--- src/rtl/multicycle_ctrl_pkg.sv ---
// Shared encodings for the multi-cycle MIPS control sequencer:
// states, opcodes, funct codes, ALU control codes and PC source selects.
package multicycle_ctrl_pkg;

   typedef enum logic [2:0] {
      ST_FETCH  = 3'd0,
      ST_DECODE = 3'd1,
      ST_EXEC   = 3'd2,
      ST_MEM    = 3'd3,
      ST_WB     = 3'd4,
      ST_TRAP   = 3'd5
   } state_t;

   localparam logic [5:0] OP_R_FORM = 6'h00;
   localparam logic [5:0] OP_J      = 6'h02;
   localparam logic [5:0] OP_JAL    = 6'h03;
   localparam logic [5:0] OP_BEQ    = 6'h04;
   localparam logic [5:0] OP_ADDI   = 6'h08;
   localparam logic [5:0] OP_ADDIU  = 6'h09;
   localparam logic [5:0] OP_SLTI   = 6'h0A;
   localparam logic [5:0] OP_SLTIU  = 6'h0B;
   localparam logic [5:0] OP_LW     = 6'h23;
   localparam logic [5:0] OP_SW     = 6'h2B;

   localparam logic [5:0] FN_JR  = 6'h08;
   localparam logic [5:0] FN_ADD = 6'h20;
   localparam logic [5:0] FN_SUB = 6'h22;
   localparam logic [5:0] FN_AND = 6'h24;
   localparam logic [5:0] FN_OR  = 6'h25;
   localparam logic [5:0] FN_SLT = 6'h2A;

   localparam logic [3:0] ALU_AND  = 4'b0000;
   localparam logic [3:0] ALU_OR   = 4'b0001;
   localparam logic [3:0] ALU_ADD  = 4'b0010;
   localparam logic [3:0] ALU_SUB  = 4'b0110;
   localparam logic [3:0] ALU_SLT  = 4'b0111;
   localparam logic [3:0] ALU_SLTU = 4'b1000;

   localparam logic [1:0] PC_ALU    = 2'b00;
   localparam logic [1:0] PC_ALUOUT = 2'b01;
   localparam logic [1:0] PC_JUMP   = 2'b10;
   localparam logic [1:0] PC_RS     = 2'b11;

endpackage

--- src/rtl/multicycle_ctrl_alu_dec.sv ---
// ALU control decode: selects the ALU operation from state, opcode and funct,
// and flags whether the funct is one of the supported R-form arithmetic ops.
module multicycle_ctrl_alu_dec
   import multicycle_ctrl_pkg::*;
(
   input  state_t     i_state,
   input  logic [5:0] i_opcode,
   input  logic [5:0] i_funct,
   input  logic       i_mem_ready,
   output logic [3:0] o_alu_ctl,
   output logic       o_funct_valid
);

   logic [3:0] w_funct_ctl;

   always_comb begin
      w_funct_ctl   = ALU_AND;
      o_funct_valid = 1'b1;
      case (i_funct)
         FN_ADD:  w_funct_ctl = ALU_ADD;
         FN_SUB:  w_funct_ctl = ALU_SUB;
         FN_AND:  w_funct_ctl = ALU_AND;
         FN_OR:   w_funct_ctl = ALU_OR;
         FN_SLT:  w_funct_ctl = ALU_SLT;
         default: o_funct_valid = 1'b0;
      endcase
   end

   always_comb begin
      o_alu_ctl = ALU_AND;
      case (i_state)
         // PC+4 is only computed in the fetch cycle that actually completes
         ST_FETCH:  if (i_mem_ready) o_alu_ctl = ALU_ADD;
         ST_DECODE: o_alu_ctl = ALU_ADD;
         ST_EXEC: begin
            case (i_opcode)
               OP_R_FORM:                 o_alu_ctl = o_funct_valid ? w_funct_ctl : ALU_AND;
               OP_ADDI, OP_ADDIU:         o_alu_ctl = ALU_ADD;
               OP_LW, OP_SW:              o_alu_ctl = ALU_ADD;
               OP_SLTI:                   o_alu_ctl = ALU_SLT;
               OP_SLTIU:                  o_alu_ctl = ALU_SLTU;
               OP_BEQ:                    o_alu_ctl = ALU_SUB;
               default:                   o_alu_ctl = ALU_AND;
            endcase
         end
         default:   o_alu_ctl = ALU_AND;
      endcase
   end

endmodule

--- src/rtl/multicycle_ctrl.sv ---
// Multi-cycle control sequencer: FETCH/DECODE/EXEC/MEM/WB with a memory-ready
// watchdog that traps after WAIT_MAX+1 consecutive wait cycles.
module multicycle_ctrl
   import multicycle_ctrl_pkg::*;
#(
   parameter int unsigned WAIT_MAX = 15
) (
   input  logic       i_clk,
   input  logic       i_rst_n,
   input  logic [5:0] i_opcode,
   input  logic [5:0] i_funct,
   input  logic       i_zero,
   input  logic       i_mem_ready,
   output logic       o_pc_we,
   output logic [1:0] o_pc_src,
   output logic       o_ir_we,
   output logic       o_iord,
   output logic       o_mem_re,
   output logic       o_mem_we,
   output logic       o_reg_we,
   output logic [1:0] o_reg_dst,
   output logic [1:0] o_mem_to_reg,
   output logic       o_alu_src_a,
   output logic [1:0] o_alu_src_b,
   output logic [3:0] o_alu_ctl,
   output logic [2:0] o_state,
   output logic       o_illegal
);

   localparam logic [7:0] LP_WAIT_MAX = 8'(WAIT_MAX);

   state_t     r_state;
   state_t     w_next;
   logic [7:0] r_wait_cnt;
   logic [7:0] w_wait_cnt_nxt;
   logic       w_wait_hit;
   logic       w_funct_valid;
   logic [3:0] w_alu_ctl;

   logic       w_pc_we, w_ir_we, w_iord, w_mem_re, w_mem_we, w_reg_we;
   logic       w_alu_src_a, w_illegal;
   logic [1:0] w_pc_src, w_reg_dst, w_mem_to_reg, w_alu_src_b;

   multicycle_ctrl_alu_dec u_alu_dec (
      .i_state       (r_state),
      .i_opcode      (i_opcode),
      .i_funct       (i_funct),
      .i_mem_ready   (i_mem_ready),
      .o_alu_ctl     (w_alu_ctl),
      .o_funct_valid (w_funct_valid)
   );

   assign w_wait_hit = (r_wait_cnt == LP_WAIT_MAX);

   always_ff @(posedge i_clk or negedge i_rst_n) begin
      if (!i_rst_n) begin
         r_state    <= ST_FETCH;
         r_wait_cnt <= 8'd0;
      end else begin
         r_state    <= w_next;
         r_wait_cnt <= w_wait_cnt_nxt;
      end
   end

   always_comb begin
      w_wait_cnt_nxt = r_wait_cnt;
      if (w_next != r_state)
         w_wait_cnt_nxt = 8'd0;
      else if ((r_state == ST_FETCH || r_state == ST_MEM) && !i_mem_ready)
         w_wait_cnt_nxt = r_wait_cnt + 8'd1;
   end

   always_comb begin
      w_next       = r_state;
      w_pc_we      = 1'b0;
      w_pc_src     = PC_ALU;
      w_ir_we      = 1'b0;
      w_iord       = 1'b0;
      w_mem_re     = 1'b0;
      w_mem_we     = 1'b0;
      w_reg_we     = 1'b0;
      w_reg_dst    = 2'b00;
      w_mem_to_reg = 2'b00;
      w_alu_src_a  = 1'b0;
      w_alu_src_b  = 2'b00;
      w_illegal    = 1'b0;
      case (r_state)
         ST_FETCH: begin
            w_mem_re = 1'b1;
            if (i_mem_ready) begin
               w_ir_we     = 1'b1;
               w_pc_we     = 1'b1;
               w_pc_src    = PC_ALU;
               w_alu_src_b = 2'b01;
               w_next      = ST_DECODE;
            end else if (w_wait_hit) begin
               w_next = ST_TRAP;
            end
         end
         ST_DECODE: begin
            w_alu_src_b = 2'b11;
            case (i_opcode)
               OP_J: begin
                  w_pc_we  = 1'b1;
                  w_pc_src = PC_JUMP;
                  w_next   = ST_FETCH;
               end
               OP_JAL: begin
                  w_pc_we      = 1'b1;
                  w_pc_src     = PC_JUMP;
                  w_reg_we     = 1'b1;
                  w_reg_dst    = 2'b10;
                  w_mem_to_reg = 2'b10;
                  w_next       = ST_FETCH;
               end
               OP_R_FORM, OP_ADDI, OP_ADDIU, OP_SLTI, OP_SLTIU,
               OP_LW, OP_SW, OP_BEQ: w_next = ST_EXEC;
               default:              w_next = ST_TRAP;
            endcase
         end
         ST_EXEC: begin
            w_alu_src_a = 1'b1;
            case (i_opcode)
               OP_R_FORM: begin
                  if (i_funct == FN_JR) begin
                     w_pc_we  = 1'b1;
                     w_pc_src = PC_RS;
                     w_next   = ST_FETCH;
                  end else begin
                     w_next = w_funct_valid ? ST_WB : ST_TRAP;
                  end
               end
               OP_ADDI, OP_ADDIU, OP_SLTI, OP_SLTIU: begin
                  w_alu_src_b = 2'b10;
                  w_next      = ST_WB;
               end
               OP_LW, OP_SW: begin
                  w_alu_src_b = 2'b10;
                  w_next      = ST_MEM;
               end
               OP_BEQ: begin
                  w_pc_src = PC_ALUOUT;
                  w_pc_we  = i_zero;
                  w_next   = ST_FETCH;
               end
               default: w_next = ST_TRAP;
            endcase
         end
         ST_MEM: begin
            w_iord   = 1'b1;
            w_mem_re = (i_opcode == OP_LW);
            w_mem_we = (i_opcode == OP_SW);
            if (i_mem_ready)
               w_next = (i_opcode == OP_LW) ? ST_WB : ST_FETCH;
            else if (w_wait_hit)
               w_next = ST_TRAP;
         end
         ST_WB: begin
            w_reg_we     = 1'b1;
            w_reg_dst    = (i_opcode == OP_R_FORM) ? 2'b01 : 2'b00;
            w_mem_to_reg = (i_opcode == OP_LW) ? 2'b01 : 2'b00;
            w_next       = ST_FETCH;
         end
         ST_TRAP: w_illegal = 1'b1;
         default: w_next = ST_TRAP;
      endcase
   end

   // Reset forces every output low immediately, cancelling any in-flight strobe
   assign o_pc_we      = i_rst_n & w_pc_we;
   assign o_pc_src     = i_rst_n ? w_pc_src : 2'b00;
   assign o_ir_we      = i_rst_n & w_ir_we;
   assign o_iord       = i_rst_n & w_iord;
   assign o_mem_re     = i_rst_n & w_mem_re;
   assign o_mem_we     = i_rst_n & w_mem_we;
   assign o_reg_we     = i_rst_n & w_reg_we;
   assign o_reg_dst    = i_rst_n ? w_reg_dst : 2'b00;
   assign o_mem_to_reg = i_rst_n ? w_mem_to_reg : 2'b00;
   assign o_alu_src_a  = i_rst_n & w_alu_src_a;
   assign o_alu_src_b  = i_rst_n ? w_alu_src_b : 2'b00;
   assign o_alu_ctl    = i_rst_n ? w_alu_ctl : 4'b0000;
   assign o_state      = r_state;
   assign o_illegal    = i_rst_n & w_illegal;

endmodule

--- config.mk ---
export PLATFORM = sky130hd
export DESIGN_NAME = multicycle_ctrl
export DESIGN_NICKNAME = d
export VERILOG_FILES = /design/src/rtl/multicycle_ctrl_pkg.sv /design/src/rtl/multicycle_ctrl_alu_dec.sv /design/src/rtl/multicycle_ctrl.sv
export SDC_FILE = /design/constraint.sdc
export NUM_CORES = 1
export LEC_CHECK = 0
export ABC_AREA = 1
export BUFFER_PORTS_ARGS = -buffer_cell sky130_fd_sc_hd__buf_2
export CORE_MARGIN = 5
export CORE_UTILIZATION = 30
export CTS_BUF_LIST = sky130_fd_sc_hd__clkbuf_8 sky130_fd_sc_hd__clkbuf_16
export DETAILED_ROUTE_END_ITERATION = 6
export GPL_TIMING_DRIVEN = 1
export PLACE_DENSITY = 0.51
export SLEW_MARGIN = 20
export SYNTH_ARGS = -nofsm -noshare
export SYNTH_HDL_FRONTEND = slang
export SYNTH_SLANG_ARGS = --single-unit
--- constraint.sdc ---
create_clock -name i_clk -period 1.5 [get_ports i_clk]
set_input_delay 0.3 -clock i_clk [delete_from_list [all_inputs] [get_ports i_clk]]
set_output_delay 0.3 -clock i_clk [all_outputs]
set_load 0.05 [all_outputs]
==> flow_summary.json, run 1 <==
{
  "place_ws_ns": -0.402,
  "clkSinkCount": 11,
  "yosysTopAreaCell": "dfrtp_1",
  "hold_class": "in -> async",
  "cts_tree": "done",
  "antenna_found_initial": 0,
  "io_buffers": 38,
  "io-pin-count": 39,
  "place_inst": 334,
  "h-tree-depth": 1,
  "yosys-top-cells-count": "nand2_1 (40), nor2_1 (35), inv_1 (24)",
  "worstPathRequired_ns": 1.20,
  "synthTopCellsByArea": "dfrtp_1 (23%), nand2_1 (13%), nor2_1 (11%)",
  "tightest_slew_ns": 0.328,
  "r2r_setup_slack_ns": -0.29,
  "coreArea_sq_um": 3740,
  "avgSynthCellArea_sq_um": 6.01,
  "place_hpwl_mm": 3.33,
  "drc_errors": 0,
  "wirelength_mm": 4.40,
  "fin_setup_tns_ns": -8.78,
  "place_area_sq_um": 2020,
  "final_area_sq_um": 2510,
  "clk_latency_ns": 0.24,
  "failed_checks": "setup timing",
  "post-synth-top-count-cell": "nand2_1",
  "filler_cell_count": 340,
  "wl_per_cell_microns": 12.6,
  "start_util": 0.315,
  "min_period_ns": 1.91,
  "critPathKind": "reg -> out",
  "clockBufferDepth": 2,
  "synth_edf_count": 0,
  "yosysUniqueCellTypes": 27,
  "final-setup-viol-count": 29,
  "final_nets": 319,
  "rsz0062_at_grt": "yes",
  "ff2ff_path_depth": 12,
  "grt_pass1_wl_mm": 7.08,
  "synth-main-ff-cell": "dfrtp_1",
  "numCtsBuffers": 3,
  "vias_per_cell": 4.54,
  "clockRootBuffer": "clkbuf_8",
  "outcome": "finished with violations",
  "grt_max_degree": 9,
  "syn-instance-count": 196,
  "dieWidth_microns": 72.7,
  "final_core_util": 0.671,
  "finalCritPeriodShare": 1.28,
  "first_global_vias": 1531,
  "path_clk_slew_ns": 0.06,
  "finalWeightedCongestion": 0.807,
  "worst_slack_ns": -0.415,
  "diodes": 0,
  "drt_iter0_drc": 50,
  "postRouteAntennaNets": 0,
  "p_total_mw": 0.768,
  "regToRegStartpoint": "o_state[0]",
  "powerDensity_nw_per_um2": 305,
  "first_pass_iters": 4,
  "arrival_ns": 1.61,
  "fmax_ghz": 0.522,
  "yosysWarnings": 0,
  "ys_ff_latch": 11,
  "ir_drop_mv": 0.291,
  "mappedNetlistArea_sq_um": 1180,
  "skew_ns": 0.00475,
  "p_leak_nw": 1.23,
  "syn_nets": 213,
  "maxCapViolations": 0,
  "worst_setup_path_start_kind": "flip-flop",
  "overflow": 0,
  "dieHeight_microns": 72.7,
  "rr_endpoint": "r_wait_cnt[5]",
  "max_slew_margin": 0.780,
  "vias": 1585,
  "fin_cells": 349,
  "crit_path_end_kind": "output pin",
  "area_growth_pct": 113,
  "ys_seq_area_frac": 0.234,
  "drive_above_1_share": 0.635,
  "slew_viol_final": 0,
  "async_reset_ff_frac": 1.00,
  "synth_top_area_share": 0.234,
  "crit_fanout": 6,
  "grtUsageTotal": 0.169,
  "die-area_sq_um": 5280,
  "finalHoldViolCount": 0,
  "holdWs_ns": 0.108,
  "rows": 22
}
-- layer usage --
layer / part of all wire / vias to the layer above / global-route usage
met1: 0.45 / 721 / 0.221
met4: 0.0066 / 0 / 0.0307
met5: 0 / - / 0
met3: 0.037 / 5 / 0.0344
li1: - / 833 / -
met2: 0.50 / 26 / 0.291
-- sequential cells by signal, indices dropped and copies added (netlist names) --
register and cells:
o_state 3, r_wait_cnt 8
-- logic make-up after synthesis --
group,after synthesis,share of synthesized area
compound gates,16,0.0722
xor+xnor,7,0.0520
fa+ha+maj,1,0.0106
flops,11,0.234
simple gates,125,0.514
buf+inv,36,0.118
-- worst max-delay path, stage by stage (launching register included) --
cell and delay, ns:
dfrtp_2 0.48, nor3_4 0.20, buf_6 0.16, inv_4 0.04
buf_6 0.12, nor3_4 0.17, buf_6 0.18
-- worst max-delay path by stage --
stage	from	end	slack, ns	cells after the start
6_report	o_state[2]	o_alu_ctl[2]	-0.41	6
4_1_cts	o_state[1]	o_reg_dst[0]	-0.41	6
2_1_floorplan	o_state[1]	o_alu_ctl[3]	-0.67	6
3_3_place_gp	i_opcode[4]	o_alu_ctl[1]	-0.39	9
3_5_place_dp	i_opcode[4]	o_alu_ctl[1]	-0.40	9
5_1_grt	o_state[2]	o_alu_ctl[2]	-0.48	6
-- final cells by class --
type | instances | area, sq um | share of cell area
tap | 48 | 60.1 | 0.0239
sequential | 11 | 279 | 0.111
clock inverter | 1 | 3.75 | 0.00149
multi-input combinational | 149 | 1120 | 0.444
clock buffer | 3 | 41.3 | 0.0164
inverter | 34 | 138 | 0.0548
timing repair buffer | 103 | 875 | 0.348
-- layout by cell type (no fill, tap or decap), types with 12 or more instances in the layout --
| cell | count |
|---|---|
| buf_2 | 18 |
| buf_4 | 52 |
| buf_6 | 27 |
| inv_1 | 20 |
| nand2_1 | 30 |
| nand2_2 | 12 |
| nand3_1 | 13 |
| nor2_1 | 19 |
| nor2_4 | 16 |
-- repair_timing --
item / 4_1_cts / 5_1_grt
setup endpoints to repair: 29 / 31
setup buffers: 4 / 8
resized for setup: 71 / 35
cloned: 0 / 0
pin swaps: 13 / 18
hold buffers: 1 / 0
hold endpoints to repair: 5 / 0
-- where the power goes --
group / internal (mW) / switching, mW / leakage, nW
Sequential: 0.297 / 0 / 0.141
Combinational: 0.0718 / 0.0943 / 1.06
Clock: 0.181 / 0.124 / 0.0269
No activity file was read; power rests on OpenSTA's default activity.
==> run 2, diff against run 1 <==
ABC_AREA = unset   (was 1)
PLACE_DENSITY = 0.49   (was 0.51)
clock period = 1.8 ns   (was 1.5 ns; I/O delays follow)
==> flow_summary.json, run 2 <==
{
  "outcome": "finished with violations",
  "failed_checks": "setup timing",
  "worstPathRequired_ns": 1.44,
  "grtUsageTotal": 0.214,
  "async_reset_ff_frac": 1.00,
  "synth-main-ff-cell": "dfrtp_1",
  "r2r_setup_slack_ns": -0.28,
  "yosys-top-cells-count": "nor2_1 (19), nand2_1 (12), dfrtp_1 (11), nor4_1 (11), nand3_1 (8)",
  "synth_top_area_share": 0.218,
  "area_growth_pct": 137,
  "top_register": "r_wait_cnt",
  "place_ws_ns": -0.445,
  "syn_nets": 181,
  "wirelength_mm": 6.15,
  "crit_path_end_kind": "output pin",
  "grt_pass1_wl_mm": 9.26,
  "antenna_found_initial": 0,
  "rows": 23,
  "final_core_util": 0.740,
  "vias": 1803,
  "coreArea_sq_um": 4030,
  "clk_latency_ns": 0.24,
  "drc_errors": 0,
  "first_global_vias": 1875,
  "wl_per_cell_microns": 18.6,
  "numCtsBuffers": 3,
  "final-setup-viol-count": 30,
  "fin_cells": 330,
  "grt_max_degree": 15,
  "p_leak_nw": 1.25,
  "place_hpwl_mm": 3.93,
  "crit_path_max_incr_delay_ns": 0.43,
  "cp-endpoint": "o_alu_src_b[1]",
  "avgSynthCellArea_sq_um": 7.68,
  "place_inst": 301,
  "startpoint": "o_state[0]",
  "critPathKind": "reg -> out",
  "fin_setup_tns_ns": -6.36,
  "skew_ns": 0.00206,
  "start_util": 0.313,
  "synthTopCellsByArea": "dfrtp_1 (22%), nor2_1 (5.7%), nor4_1 (5.5%)",
  "first_pass_iters": 4,
  "h-tree-depth": 1,
  "drive_above_1_share": 0.718,
  "regToRegStartpoint": "o_state[0]",
  "overflow": 0,
  "ff2ff_path_depth": 9,
  "holdWs_ns": 0.313,
  "path_delay_family": "buffers and inverters",
  "crit_slowest_cell": "dfrtp_2",
  "diodes": 0,
  "cts-hold-fix-buffers": 0,
  "ys_seq_area_frac": 0.218,
  "yosysTopAreaCell": "dfrtp_1",
  "rr_endpoint": "r_wait_cnt[6]",
  "io-pin-count": 39,
  "synth_edf_count": 0,
  "critPathBufInv": 3,
  "crit_fanout": 14,
  "final_nets": 298,
  "slew_viol_final": 0,
  "clockBufferDepth": 2,
  "syn-instance-count": 164,
  "io_buffers": 38,
  "finalHoldViolCount": 0,
  "path_common_cell": "buf_8",
  "arrival_ns": 1.80,
  "finalCritPeriodShare": 1.20,
  "min_period_ns": 2.16,
  "postRouteAntennaNets": 0,
  "drt_iter0_drc": 109,
  "maxCapViolations": 0,
  "fmax_ghz": 0.463,
  "post-synth-top-count-cell": "nor2_1",
  "ir_drop_mv": 0.511,
  "dieHeight_microns": 74.8,
  "most-common-layout-cells": "buf_4 (61), buf_6 (31), buf_2 (15)",
  "vias_per_cell": 5.46,
  "mappedNetlistArea_sq_um": 1260,
  "rsz0062_at_grt": "yes",
  "yosysWarnings": 0,
  "clockRootBuffer": "clkbuf_8",
  "finalWeightedCongestion": 0.847,
  "crit_chain": "buf_4, buf_8, or3b_4, a21oi_2, o21a_2, buf_8",
  "ys_ff_latch": 11,
  "largest_reg_flops": 8,
  "dieWidth_microns": 74.8,
  "worst_setup_path_start_kind": "flip-flop",
  "path_clk_slew_ns": 0.05,
  "tightest_slew_ns": 0.551,
  "die-area_sq_um": 5600,
  "powerDensity_nw_per_um2": 884,
  "clkSinkCount": 11,
  "hold_class": "in -> async",
  "layout_commonest_cell": "buf_4",
  "worst_slack_ns": -0.358,
  "yosysUniqueCellTypes": 53,
  "max_slew_margin": 0.629,
  "path_depth": 6,
  "cts_tree": "done"
}
## run 2: cell count changes after synthesis, sizes merged, moves of 4 or more
cell,change
nand2,-32
nor4,+10
and3,+4
nand3,-11
nor2,-27
nand2b,+6
inv,-27
a21oi,-4
buf,+8
## run 2: cells by family after synthesis
| logic type | count (synthesis) | share of synthesized area |
|---|---|---|
| buffers and inverters | 15 | 0.0645 |
| adders and majority gates | 1 | 0.00993 |
| xor gates and xnor gates | 8 | 0.0556 |
| AOI/OAI and AO/OA | 34 | 0.206 |
| DFF | 11 | 0.218 |
| and+or+nand+nor | 93 | 0.429 |
| muxes | 2 | 0.0169 |
## run 2: cell type report
cell class	instances	area, sq um
multi-input cells	139	1470
repair buffers	120	1090
fillers	279	1050
flip-flops and latches	11	279
well taps	50	62.6
clock buffers	3	41.3
inverters	6	31.3
clock inverters	1	3.75
## run 2: what timing repair did
| item | 4_1_cts | 5_1_grt |
|---|---|---|
| pin swaps | 21 | 12 |
| setup endpoints to repair | 30 | 31 |
| buffers inserted | 13 | 15 |
| cloned | 1 | 0 |
| gates resized for setup | 119 | 26 |
## run 2: how the worst min path moves through the flow
| stage | startpoint | endpoint | cells after the start | slack, ns |
|---|---|---|---|---|
| global placement | i_rst_n | r_wait_cnt[7] | 2 | 0.48 |
| detailed placement | i_rst_n | r_wait_cnt[5] | 2 | 0.50 |
| finish | i_rst_n | r_wait_cnt[2] | 2 | 0.31 |
| global route | i_rst_n | r_wait_cnt[2] | 2 | 0.34 |
| floorplan | i_rst_n | o_state[0] | 0 | 0.06 |
| CTS | i_rst_n | r_wait_cnt[2] | 2 | 0.32 |
## run 2: routing by layer
metal | up-vias | share of wire | track usage | routed length [microns]
li1 | 848 | - | - | -
met1 | 891 | 0.40 | 0.264 | 2480
met5 | - | 0 | 0 | 0
met2 | 50 | 0.52 | 0.389 | 3210
met3 | 14 | 0.043 | 0.0280 | 264
met4 | 0 | 0.031 | 0.0553 | 193
## run 2: stage by stage
stage | power, mW | instance area, sq um
2_1_floorplan | 1.18 | 1520
3_3_place_gp | 1.53 | 2110
3_5_place_dp | 1.54 | 2110
4_1_cts | 2.36 | 2790
5_1_grt | 2.74 | 2980
6_report | 2.64 | 2980
## run 2: report_power, final
group	internal [mW]	total, mW	switching [mW]
registers	0.287	0.339	0.0520
logic	0.928	2.04	1.12
clock network	0.151	0.253	0.102
==> run 3, diff against run 2 <==
ABC_AREA = 1   (was unset)
BUFFER_PORTS_ARGS = unset   (was -buffer_cell sky130_fd_sc_hd__buf_2)
DONT_BUFFER_PORTS = 1   (was unset)
PLACE_DENSITY = 0.41   (was 0.49)
==> flow_summary.json, run 3 (synthesis results as in run 1) <==
{
  "pwr-share-seq": 0.430,
  "dieWidth_microns": 72.7,
  "tightest_slew_ns": 0.518,
  "postRouteAntennaNets": 0,
  "final_core_util": 0.574,
  "final_nets": 261,
  "regToRegStartpoint": "o_state[2]",
  "clockRootBuffer": "clkbuf_8",
  "rows": 22,
  "powerDensity_nw_per_um2": 268,
  "top_register": "r_wait_cnt",
  "rsz0062_at_grt": "yes",
  "most-common-layout-cells": "nand2_1 (38), nor2_1 (23), inv_1 (23)",
  "clk_latency_ns": 0.24,
  "worst_setup_path_start_kind": "flip-flop",
  "antenna_found_initial": 0,
  "ir_drop_mv": 0.321,
  "drive_above_1_share": 0.473,
  "path_clk_slew_ns": 0.05,
  "skew_ns": 0.00392,
  "h-tree-depth": 1,
  "clockBufferDepth": 2,
  "power_frac_comb": 0.143,
  "finalWeightedCongestion": 0.838,
  "p_total_mw": 0.576,
  "grtUsageTotal": 0.153,
  "grt_pass1_wl_mm": 6.50,
  "finalCritPeriodShare": 1.07,
  "first_pass_iters": 4,
  "drc_errors": 0,
  "startpoint": "o_state[1]",
  "p_clk_frac": 0.427,
  "crit_fanout": 5,
  "failed_checks": "setup timing",
  "worst_slack_ns": -0.128,
  "largest_reg_flops": 8,
  "maxCapViolations": 0,
  "grt_max_degree": 12,
  "hold_class": "in -> reg",
  "io_buffers": 0,
  "vias": 1385,
  "overflow": 0,
  "swShare": 0.259,
  "cts_tree": "done",
  "crit_path_end_kind": "output pin",
  "fmax_ghz": 0.519,
  "rr_endpoint": "r_wait_cnt[5]",
  "start_util": 0.315,
  "p_sw_mw": 0.149,
  "place_hpwl_mm": 3.08,
  "wl_per_cell_microns": 13.0,
  "final-setup-viol-count": 14,
  "outcome": "finished with violations",
  "coreArea_sq_um": 3740,
  "dieHeight_microns": 72.7,
  "min_period_ns": 1.93,
  "arrival_ns": 1.57,
  "ff2ff_path_depth": 11,
  "vias_per_cell": 4.76,
  "clkSinkCount": 11,
  "diodes": 0,
  "numCtsBuffers": 3,
  "worstPathRequired_ns": 1.44,
  "area_growth_pct": 82.3,
  "io-pin-count": 39,
  "wirelength_mm": 3.78,
  "final_area_sq_um": 2150,
  "cp-endpoint": "o_pc_we",
  "layout_commonest_cell": "nand2_1",
  "intPower_mw": 0.426,
  "r2r_setup_slack_ns": 0.03,
  "max_slew_margin": 0.653,
  "drt_iter0_drc": 61,
  "first_global_vias": 1420,
  "finalHoldViolCount": 0,
  "p_leak_nw": 0.958,
  "place_area_sq_um": 1910,
  "critPathKind": "reg -> out",
  "slew_viol_final": 0,
  "die-area_sq_um": 5280
}
-- run 3: layer usage --
layer,vias up,global-route usage,wire length (microns)
li1,711,-,-
met5,-,0,0
met2,31,0.262,1880
met1,639,0.197,1690
met4,0,0.0389,20
met3,4,0.0275,186
-- run 3: power by group through the flow --
stage	registers (mW)	clock network [mW]	logic, mW
finish	0.248	0.246	0.0825
global placement	0.252	0	0.0696
detailed placement	0.252	0	0.0707
global route	0.247	0.269	0.0908
floorplan	0.252	0	0.0469
CTS	0.248	0.252	0.0791
-- run 3: area by class of cell --
class | count | area, sq um
Clock inverter | 1 | 3.75
Fill cell | 372 | 1600
Inverter | 34 | 133
Sequential cell | 11 | 279
Timing Repair Buffer | 45 | 587
Multi-Input combinational cell | 149 | 1040
Clock buffer | 3 | 41.3
Tap cell | 48 | 60.1
-- run 3: per-stage QoR --
step	hold slack, ns	cells	TNS, ns	setup slack (ns)
6_report	0.383	291	-1.02	-0.128
5_1_grt	0.388	291	-3.56	-0.208
3_3_place_gp	0.0649	282	-0.476	-0.107
2_1_floorplan	0.0644	196	-1.75	-0.433
4_1_cts	0.380	290	-1.16	-0.130
3_5_place_dp	0.0649	282	-0.551	-0.0824
-- run 3: worst min-delay path by stage --
stage,start,to,slack [ns],depth (start not counted)
6_report,i_mem_ready,r_wait_cnt[0],0.38,3
5_1_grt,i_mem_ready,r_wait_cnt[0],0.39,3
4_1_cts,i_mem_ready,r_wait_cnt[0],0.38,3
3_5_place_dp,i_rst_n,r_wait_cnt[4],0.06,0
3_3_place_gp,i_rst_n,r_wait_cnt[6],0.06,0
2_1_floorplan,i_rst_n,o_state[0],0.06,0
-- run 3: repair_timing --
action                                 CTS  global route
hold buffers                             1             0
buffers inserted                         3             1
pin swaps                                9             2
resized for setup                       27            10
endpoints found under the hold margin   11             0
setup endpoints to repair               27            27
-- run 3: critical path, stage by stage (launching register included) --
cell	delay [ns]
dfrtp_2	0.41
inv_2	0.07
nor3_4	0.26
buf_6	0.17
a21oi_2	0.10
a31oi_4	0.17
buf_12	0.16
